===== src/rtl/usb_linemon.sv =====
// usb_linemon: USB line-state monitor for the device receive path.
// Runs on the 4x bit-rate clock. Synchronizes and glitch-filters the raw
// D+/D- levels, decodes J/K/SE0/SE1 for the current device speed, and tracks
// bus reset / suspend / resume with a run-length counter and a small FSM.
// Optional feature: define USB_LINEMON_SE1_CNT_EN to build the saturating
// SE1 event counter on se1_count (otherwise se1_count is tied to zero).
module usb_linemon #(
  parameter int SYNC_STAGES = 2,
  parameter int FILTER_LEN  = 3,
  parameter int CNT_W       = 18,
  parameter int RST_TICKS   = 120,
  parameter int SUSP_TICKS  = 144000
) (
  input  logic       clk_4xrate,
  input  logic       rst0_sync,
  input  logic       device_speed,
  input  logic       drx_plus,
  input  logic       drx_minus,
  output logic [1:0] line_state,
  output logic [1:0] bus_state,
  output logic       bus_reset,
  output logic       bus_reset_tick,
  output logic       suspend,
  output logic       resume_tick,
  output logic       se1_tick,
  output logic [7:0] se1_count
);

  localparam logic [1:0] LS_SE0 = 2'b00;
  localparam logic [1:0] LS_J   = 2'b01;
  localparam logic [1:0] LS_K   = 2'b10;
  localparam logic [1:0] LS_SE1 = 2'b11;

  localparam logic [CNT_W-1:0] RST_LIM  = CNT_W'(RST_TICKS - 1);
  localparam logic [CNT_W-1:0] SUSP_LIM = CNT_W'(SUSP_TICKS - 1);

  typedef enum logic [1:0] {
    ST_ACTIVE  = 2'b00,
    ST_RESET   = 2'b01,
    ST_SUSPEND = 2'b10,
    ST_RESUME  = 2'b11
  } bus_st_t;

  // J is dp=1/dn=0 at full speed and the mirror image at low speed.
  function automatic logic [1:0] decode_line(input logic dp, input logic dn,
                                             input logic fs);
    logic [1:0] st;
    case ({dp, dn})
      2'b00:   st = LS_SE0;
      2'b11:   st = LS_SE1;
      2'b10:   st = fs ? LS_J : LS_K;
      default: st = fs ? LS_K : LS_J;
    endcase
    return st;
  endfunction

  logic [SYNC_STAGES-1:0] dp_sync_p0;
  logic [SYNC_STAGES-1:0] dn_sync_p0;
  logic                   spd_p0;
  logic [1:0]             raw_p1;
  logic                   filt_stable;
  logic                   ls_load;
  logic                   spd_toggle;
  logic [CNT_W-1:0]       run_cnt_p2;
  bus_st_t                st;

  // ---- stage p0: synchronizers (MSB is the oldest, fully synchronized bit)
  // Shift raw line levels through the synchronizer chains.
  always_ff @(posedge clk_4xrate) begin
    if (!rst0_sync) begin
      dp_sync_p0 <= '0;
      dn_sync_p0 <= '0;
    end else begin
      dp_sync_p0 <= {dp_sync_p0[SYNC_STAGES-2:0], drx_plus};
      dn_sync_p0 <= {dn_sync_p0[SYNC_STAGES-2:0], drx_minus};
    end
  end

  // ---- stage p1: decode with the live speed, then the equal-sample filter
  assign raw_p1 = decode_line(dp_sync_p0[SYNC_STAGES-1],
                              dn_sync_p0[SYNC_STAGES-1], device_speed);

  // The current decode counts as the newest of the FILTER_LEN samples, so
  // only FILTER_LEN-1 older samples need storage.
  if (FILTER_LEN > 1) begin : g_filt
    logic [1:0] hist_p1 [FILTER_LEN-1];

    // Keep the previous FILTER_LEN-1 decoded states.
    always_ff @(posedge clk_4xrate) begin
      if (!rst0_sync) begin
        for (int i = 0; i < FILTER_LEN - 1; i++) hist_p1[i] <= LS_SE0;
      end else begin
        hist_p1[0] <= raw_p1;
        for (int i = 1; i < FILTER_LEN - 1; i++) hist_p1[i] <= hist_p1[i-1];
      end
    end

    // The window is stable when every stored sample matches the current one.
    always_comb begin
      filt_stable = 1'b1;
      for (int i = 0; i < FILTER_LEN - 1; i++)
        if (hist_p1[i] != raw_p1) filt_stable = 1'b0;
    end
  end else begin : g_nofilt
    assign filt_stable = 1'b1;
  end

  assign ls_load    = filt_stable && (raw_p1 != line_state);
  assign spd_toggle = (device_speed != spd_p0);

  // ---- stage p2: accepted line state, run-length counter, SE1 pulse
  // Accept a new line state and time how long it has been held.
  always_ff @(posedge clk_4xrate) begin
    if (!rst0_sync) begin
      line_state <= LS_J;
      run_cnt_p2 <= '0;
      spd_p0     <= device_speed;
      se1_tick   <= 1'b0;
    end else begin
      spd_p0   <= device_speed;
      se1_tick <= ls_load && (raw_p1 == LS_SE1);
      if (ls_load) line_state <= raw_p1;
      if (ls_load || spd_toggle) run_cnt_p2 <= '0;
      else if (run_cnt_p2 != '1) run_cnt_p2 <= run_cnt_p2 + 1'b1;
    end
  end

  // ---- stage p3: bus-event FSM with registered levels and pulses
  // Bus state machine; a bus reset always wins over suspend/resume.
  always_ff @(posedge clk_4xrate) begin
    if (!rst0_sync) begin
      st             <= ST_ACTIVE;
      bus_reset      <= 1'b0;
      bus_reset_tick <= 1'b0;
      suspend        <= 1'b0;
      resume_tick    <= 1'b0;
    end else begin
      bus_reset_tick <= 1'b0;
      resume_tick    <= 1'b0;
      case (st)
        ST_ACTIVE: begin
          if (line_state == LS_SE0 && run_cnt_p2 >= RST_LIM) begin
            st             <= ST_RESET;
            bus_reset      <= 1'b1;
            bus_reset_tick <= 1'b1;
          end else if (line_state == LS_J && run_cnt_p2 >= SUSP_LIM) begin
            st      <= ST_SUSPEND;
            suspend <= 1'b1;
          end
        end
        ST_RESET: begin
          if (line_state != LS_SE0) begin
            st        <= ST_ACTIVE;
            bus_reset <= 1'b0;
          end
        end
        ST_SUSPEND: begin
          if (line_state == LS_SE0 && run_cnt_p2 >= RST_LIM) begin
            st             <= ST_RESET;
            bus_reset      <= 1'b1;
            bus_reset_tick <= 1'b1;
            suspend        <= 1'b0;
          end else if (line_state == LS_K) begin
            st          <= ST_RESUME;
            resume_tick <= 1'b1;
          end
        end
        default: begin
          if (line_state == LS_SE0 || line_state == LS_J) begin
            st      <= ST_ACTIVE;
            suspend <= 1'b0;
          end
        end
      endcase
    end
  end

  assign bus_state = st;

`ifdef USB_LINEMON_SE1_CNT_EN
  // Saturating count of SE1 events, cleared only by reset.
  always_ff @(posedge clk_4xrate) begin
    if (!rst0_sync) se1_count <= '0;
    else if (se1_tick && se1_count != 8'hFF) se1_count <= se1_count + 8'd1;
  end
`else
  assign se1_count = 8'd0;
`endif

endmodule


===== config.mk =====
export PLATFORM = sky130hd
export DESIGN_NAME = usb_linemon
export DESIGN_NICKNAME = d
export VERILOG_FILES = /design/src/rtl/usb_linemon.sv
export SDC_FILE = /design/constraint.sdc
export NUM_CORES = 1
export LEC_CHECK = 0
export CELL_PAD_IN_SITES_DETAIL_PLACEMENT = 1
export CELL_PAD_IN_SITES_GLOBAL_PLACEMENT = 2
export CORE_MARGIN = 1.5
export CORE_UTILIZATION = 36
export CTS_CLUSTER_DIAMETER = 80
export DETAILED_ROUTE_END_ITERATION = 16
export PLACE_DENSITY_LB_ADDON = 0.3
export SETUP_SLACK_MARGIN = 0.15
export SYNTH_ARGS = -nofsm -noshare
export SYNTH_HDL_FRONTEND = slang
export SYNTH_SLANG_ARGS = --single-unit

===== constraint.sdc =====
create_clock -name clk_4xrate -period 4.5 [get_ports clk_4xrate]
set_input_delay 1.125 -clock clk_4xrate [delete_from_list [all_inputs] [get_ports clk_4xrate]]
set_output_delay 1.125 -clock clk_4xrate [all_outputs]
set_load 0.005 [all_outputs]

==> results of run 1 <==
kinds of logic (layout without fill, tap and decap cells):
| logic type | after synthesis | count (layout) | share of synthesized area |
|---|---|---|---|
| compound gates | 40 | 40 | 0.162 |
| xor+xnor | 13 | 13 | 0.0633 |
| fa+ha+maj | 1 | 1 | 0.00695 |
| buf+inv | 20 | 26 | 0.0682 |
| flops | 36 | 36 | 0.401 |
| mux | 6 | 6 | 0.0389 |
| other cells | 1 | 8 | 0.00208 |
| simple gates | 84 | 84 | 0.258 |
through the flow:
step,total power [mW],setup slack [ns],std cells,hold slack (ns),utilization
CTS,0.666,1.20,281,0.442,0.430
detailed placement,0.385,0.879,273,0.427,0.407
floorplan,0.378,1.85,208,0.412,-
global placement,0.382,1.01,273,0.420,0.407
global route,0.685,1.03,281,0.448,0.430
finish,0.657,1.24,281,0.433,0.430
flip-flops by register name (all words and copies together) (netlist names):
signal / flops
line_state: 2
suspend: 1
dn_sync_p0: 2
se1_tick: 1
spd_p0: 1
bus_reset: 1
bus_reset_tick: 1
bus_state: 2
resume_tick: 1
dp_sync_p0: 2
run_cnt_p2: 18
g_filt.hist_p1: 4
cells in the final DEF (no fill, tap or decap), types with 2 or more instances in the layout:
master	count
nor4_1	5
and3_1	5
conb_1	8
nor3_4	2
o311ai_0	3
clkbuf_8	5
mux2i_1	4
a31oi_1	3
nand4_1	4
mux2_4	2
dfxtp_1	36
o21ai_0	5
and2_1	7
o31ai_1	2
xnor2_1	6
o2111ai_1	3
nand2_1	12
nand3_1	8
clkdlybuf4s50_1	13
a211oi_1	4
nor2_1	24
xor2_1	7
nor3_1	6
inv_1	5
a21oi_1	11
and4_1	3
path summary, 6_finish.rpt:
check                  end  cells after the start  slack, ns
min reg2reg  dn_sync_p0[1]                      1       0.43
min          dn_sync_p0[1]                      1       0.43
max          run_cnt_p2[2]                      5       1.24
max reg2reg  run_cnt_p2[2]                      5       2.39
cell type report:
type | count | area [µm²] | share of cell area
timing repair buffer | 13 | 130 | 0.0637
tap | 67 | 83.8 | 0.0410
clock buffer | 6 | 72.6 | 0.0355
sequential | 36 | 721 | 0.353
clock inverter | 2 | 35.0 | 0.0171
inverter | 5 | 18.8 | 0.00919
multi-input combinational | 152 | 982 | 0.481
layer usage:
layer	vias up	global-route usage
met5	-	0
met4	0	0.0556
met3	6	0.0494
met2	24	0.261
met1	721	0.220
li1	735	-
power breakdown:
| group | internal (mW) | switching [mW] | total, mW |
|---|---|---|---|
| combinational | 0.0201 | 0.0245 | 0.0445 |
| clock | 0.164 | 0.115 | 0.279 |
| sequential | 0.324 | 0.00868 | 0.333 |
| total | 0.508 | 0.148 | 0.657 |
worst max-delay path, cell delays in order:
cell	delay (ns)
clkdlybuf4s50_1	0.64
mux2i_1	0.41
mux2_4	0.36
o311ai_4	0.71
nor3_1	0.14
==> impl_metrics.ini, run 1 <==
[clocking]
cts-resized-gates = 0
numCtsBuffers = 5
post_cts_buffers = 0
clkLatencyLatePin_ns = 0.29
root_buffer = clkbuf_8
cts.sinks = 36
clk_pin_slew_ns = 0.07
cts_max_level = 2
cts_tree = done
cts_buffer_depth = 2
hold_buffers = 0

[status]
status = finished clean

[route]
met3_length_um = 136
routedWlPerCell_um = 14.7
drt_iter0_markers = 57
drcViolationCount = 0
postRouteAntennaNets = 0
drt-met1-wl_mm = 2.00
via_per_inst = 5.29
wirelength_mm = 4.14
first_pass_iters = 4
wl_met2_mm = 1.95
highest_layer = met4
dr_total_vias = 1486

[yosys]
yosysUniqueCellTypes = 46
syn_area_um2 = 1800
synth.avg_cell_area_um2 = 8.95
synth_flop_cell = dfxtp_1
yosysTopAreaCellShare = 0.401
ys_async_sr_fraction = 0
synth-seq-area-share = 0.401
yosysTopAreaCell = dfxtp_1
ys_top_cells_by_area = dfxtp_1 (40%), nor2_1 (5.0%), xor2_1 (3.4%), buf_4 (3.3%), a21oi_1 (3.1%)
synthTopCellsByCount = dfxtp_1 (36), nor2_1 (24), nand2_1 (12)
ys_ff_latch = 36
yosys_warnings = 0
synth_most_common_cell = dfxtp_1
syn_inst = 201
synth_edf_count = 0

[critical_path]
critPathCaptureType = flip-flop
critPathMaxFanout = 18
crit_start = device_speed
arrival_ns = 3.40
r2r_start = line_state[0]
critical_path_class = in -> reg
required_ns = 4.65
cp-start-kind = input port

[global_routing]
grt_pass1_vias = 1393
grt_first_pass_wirelength_mm = 6.93
grt_antenna_before_repair = 0
grt_overflow = 0
grt_max_degree = 19
grt_util_all_layers = 0.167

[job]
drv_cap = 0

[power]
p_leak_nw = 0.744
power_density_nw_per_um2 = 321
ir_drop_mv = 0.135

[cells_and_area]
nFillCells = 580
design_area_um2 = 2040
insertedDiodeCount = 0
finalNetCount = 219
drive_above_1_share = 0.0794
synthToLayoutAreaGrowth_pct = 13.6

[timing]
worst-slew-pin-transition_ns = 0.778
period_share = 0.724
max_freq_mhz = 307
rsz0062_at_grt = false
min_period_ns = 3.26
final_hold_viol_count = 0
finalSetupViolations = 0
setup_tns_ns = 0
slew_headroom = 0.480
finClkSkew_ns = 0.00838
slew_viol_final = 0

[min_path]
min_from = dn_sync_p0[0]
hold_class = reg -> reg

[die]
dieArea_um2 = 5430
coreArea_um2 = 4750
fp.dieW_um = 73.7
start_util = 0.378
num_rows = 25
die_h_um = 73.7
io_pins = 22

[placed_design]
hpwl_mm = 3.02
place_area_um2 = 1940
place_congestion = 0.749
io_buffers = 13
Note: power is estimated with default switching activity, not from simulation.
==> inputs of run 2 (changes only) <==
- CORE_UTILIZATION: 36 -> 33
- clock period: 4.5 -> 3.2 ns (I/O delays scaled with it)
==> impl_metrics.ini, run 2 (synthesized netlist as in run 1, its figures left out) <==
[cells_and_area]
nFillCells = 610
finalNetCount = 221
top_regs = run_cnt_p2 (18), g_filt.hist_p1 (4)
register_area_um2 = 721
largest_register = run_cnt_p2
final_cell_mix = dfxtp_1 (36), nor2_1 (24), clkdlybuf4s50_1 (13)
synthToLayoutAreaGrowth_pct = 12.9
drive_above_1_share = 0.0837
largest_reg_flops = 18
layout_commonest_cell = dfxtp_1
insertedDiodeCount = 0
multiInputGateArea_um2 = 982

[timing]
final_hold_viol_count = 0
finClkSkew_ns = 0.00960
slew_viol_final = 0
period_share = 0.842
finalSetupViolations = 0
setup_tns_ns = 0
min_period_ns = 2.70
holdWs_ns = 0.437
rsz0062_at_grt = false
max_freq_mhz = 371

[power]
total_power_mw = 0.835
power_density_nw_per_um2 = 411
seqPwrFrac = 0.560
p_leak_nw = 0.740
p_switching_mw = 0.201
clkPwrFrac = 0.362
ir_drop_mv = 0.182
power.internal_mw = 0.634
comb_power_share = 0.078
swShare = 0.241

[status]
status = finished clean

[route]
drt_iter0_markers = 59
via_per_inst = 5.16
postRouteAntennaNets = 0
first_pass_iters = 4
dr_total_vias = 1471
wirelength_mm = 4.18
drcViolationCount = 0
routedWlPerCell_um = 14.7

[placed_design]
io_buffers = 13
hpwl_mm = 3.18
place_congestion = 0.846

[die]
die_h_um = 76.8
dieArea_um2 = 5900
num_rows = 26
fp.dieW_um = 76.8
start_util = 0.348
io_pins = 22
coreArea_um2 = 5170

[critical_path]
critPathCaptureType = flip-flop
slowest_stage = clkdlybuf4s50_1
path_cells = clkdlybuf4s50_1, mux2i_1, mux2_4, o311ai_4, buf_4, nor3_1
cpPeakStageDelay_ns = 0.65
arrival_ns = 2.86
critPathMaxFanout = 18
critical_path_class = in -> reg
required_ns = 3.36
cp-start-kind = input port

[global_routing]
grt_pass1_vias = 1518
grt_max_degree = 19
grt_first_pass_wirelength_mm = 7.47
gr-usage-met2 = 0.281
grt_use_met1 = 0.185
grt_overflow = 0
grt_util_all_layers = 0.155
grt_antenna_before_repair = 0
gr-max-usage-layer = met2
grtUsageMet3 = 0.0250

[job]
drv_cap = 0

[clocking]
clk_pin_slew_ns = 0.07
root_buffer = clkbuf_8
cts_tree = done
clkLatencyLatePin_ns = 0.29
post_cts_buffers = 0
cts_max_level = 2
numCtsBuffers = 5
cts.sinks = 36
hold_buffers = 0
cts_buffer_depth = 2
cts-resized-gates = 0

[min_path]
hold_class = reg -> reg
## run 2: final timing paths
path                 startpoint       endpoint  slack (ns)  cells after the start
setup / recovery   device_speed  run_cnt_p2[2]        0.50                      6
hold / removal    dp_sync_p0[0]  dp_sync_p0[1]        0.44                      1
setup reg to reg  run_cnt_p2[0]  run_cnt_p2[2]        1.19                      6
hold reg to reg   dp_sync_p0[0]  dp_sync_p0[1]        0.44                      1
## run 2: power by group through the flow
stage | combinational [mW] | sequential [mW] | clock, mW
2_1_floorplan | 0.0597 | 0.471 | 0
3_3_place_gp | 0.0635 | 0.477 | 0
3_5_place_dp | 0.0661 | 0.478 | 0
4_1_cts | 0.0664 | 0.468 | 0.317
5_1_grt | 0.0728 | 0.470 | 0.335
6_report | 0.0654 | 0.468 | 0.302
## run 2: stage by stage
step	instance area, µm²	setup WS, ns	instances	util
final	2030	0.505	285	0.393
after global routing	2030	0.379	285	0.393
after CTS	2030	0.472	285	0.393
after detailed placement	1950	0.174	278	0.378
after global placement	1950	0.295	278	0.378
after floorplan	1830	0.875	208	-
## run 2: worst max-delay path, delay by kind of cell
family,cells,cell delay [ns]
buf+inv,2,0.92
mux,2,0.78
compound gates,1,0.27
simple gates,1,0.08
## run 2: final cells by class
class,count,share of cell area
Clock buffer,6,0.0357
Clock inverter,1,0.00246
Inverter,5,0.00924
Multi-Input combinational cell,152,0.483
Sequential cell,36,0.355
Tap cell,70,0.0431
Timing Repair Buffer,15,0.0714
## run 2: layer usage
metal,wire (µm),part of all wire
met1,1910,0.46
met2,2150,0.51
met3,73,0.017
met4,44,0.011
met5,0,0
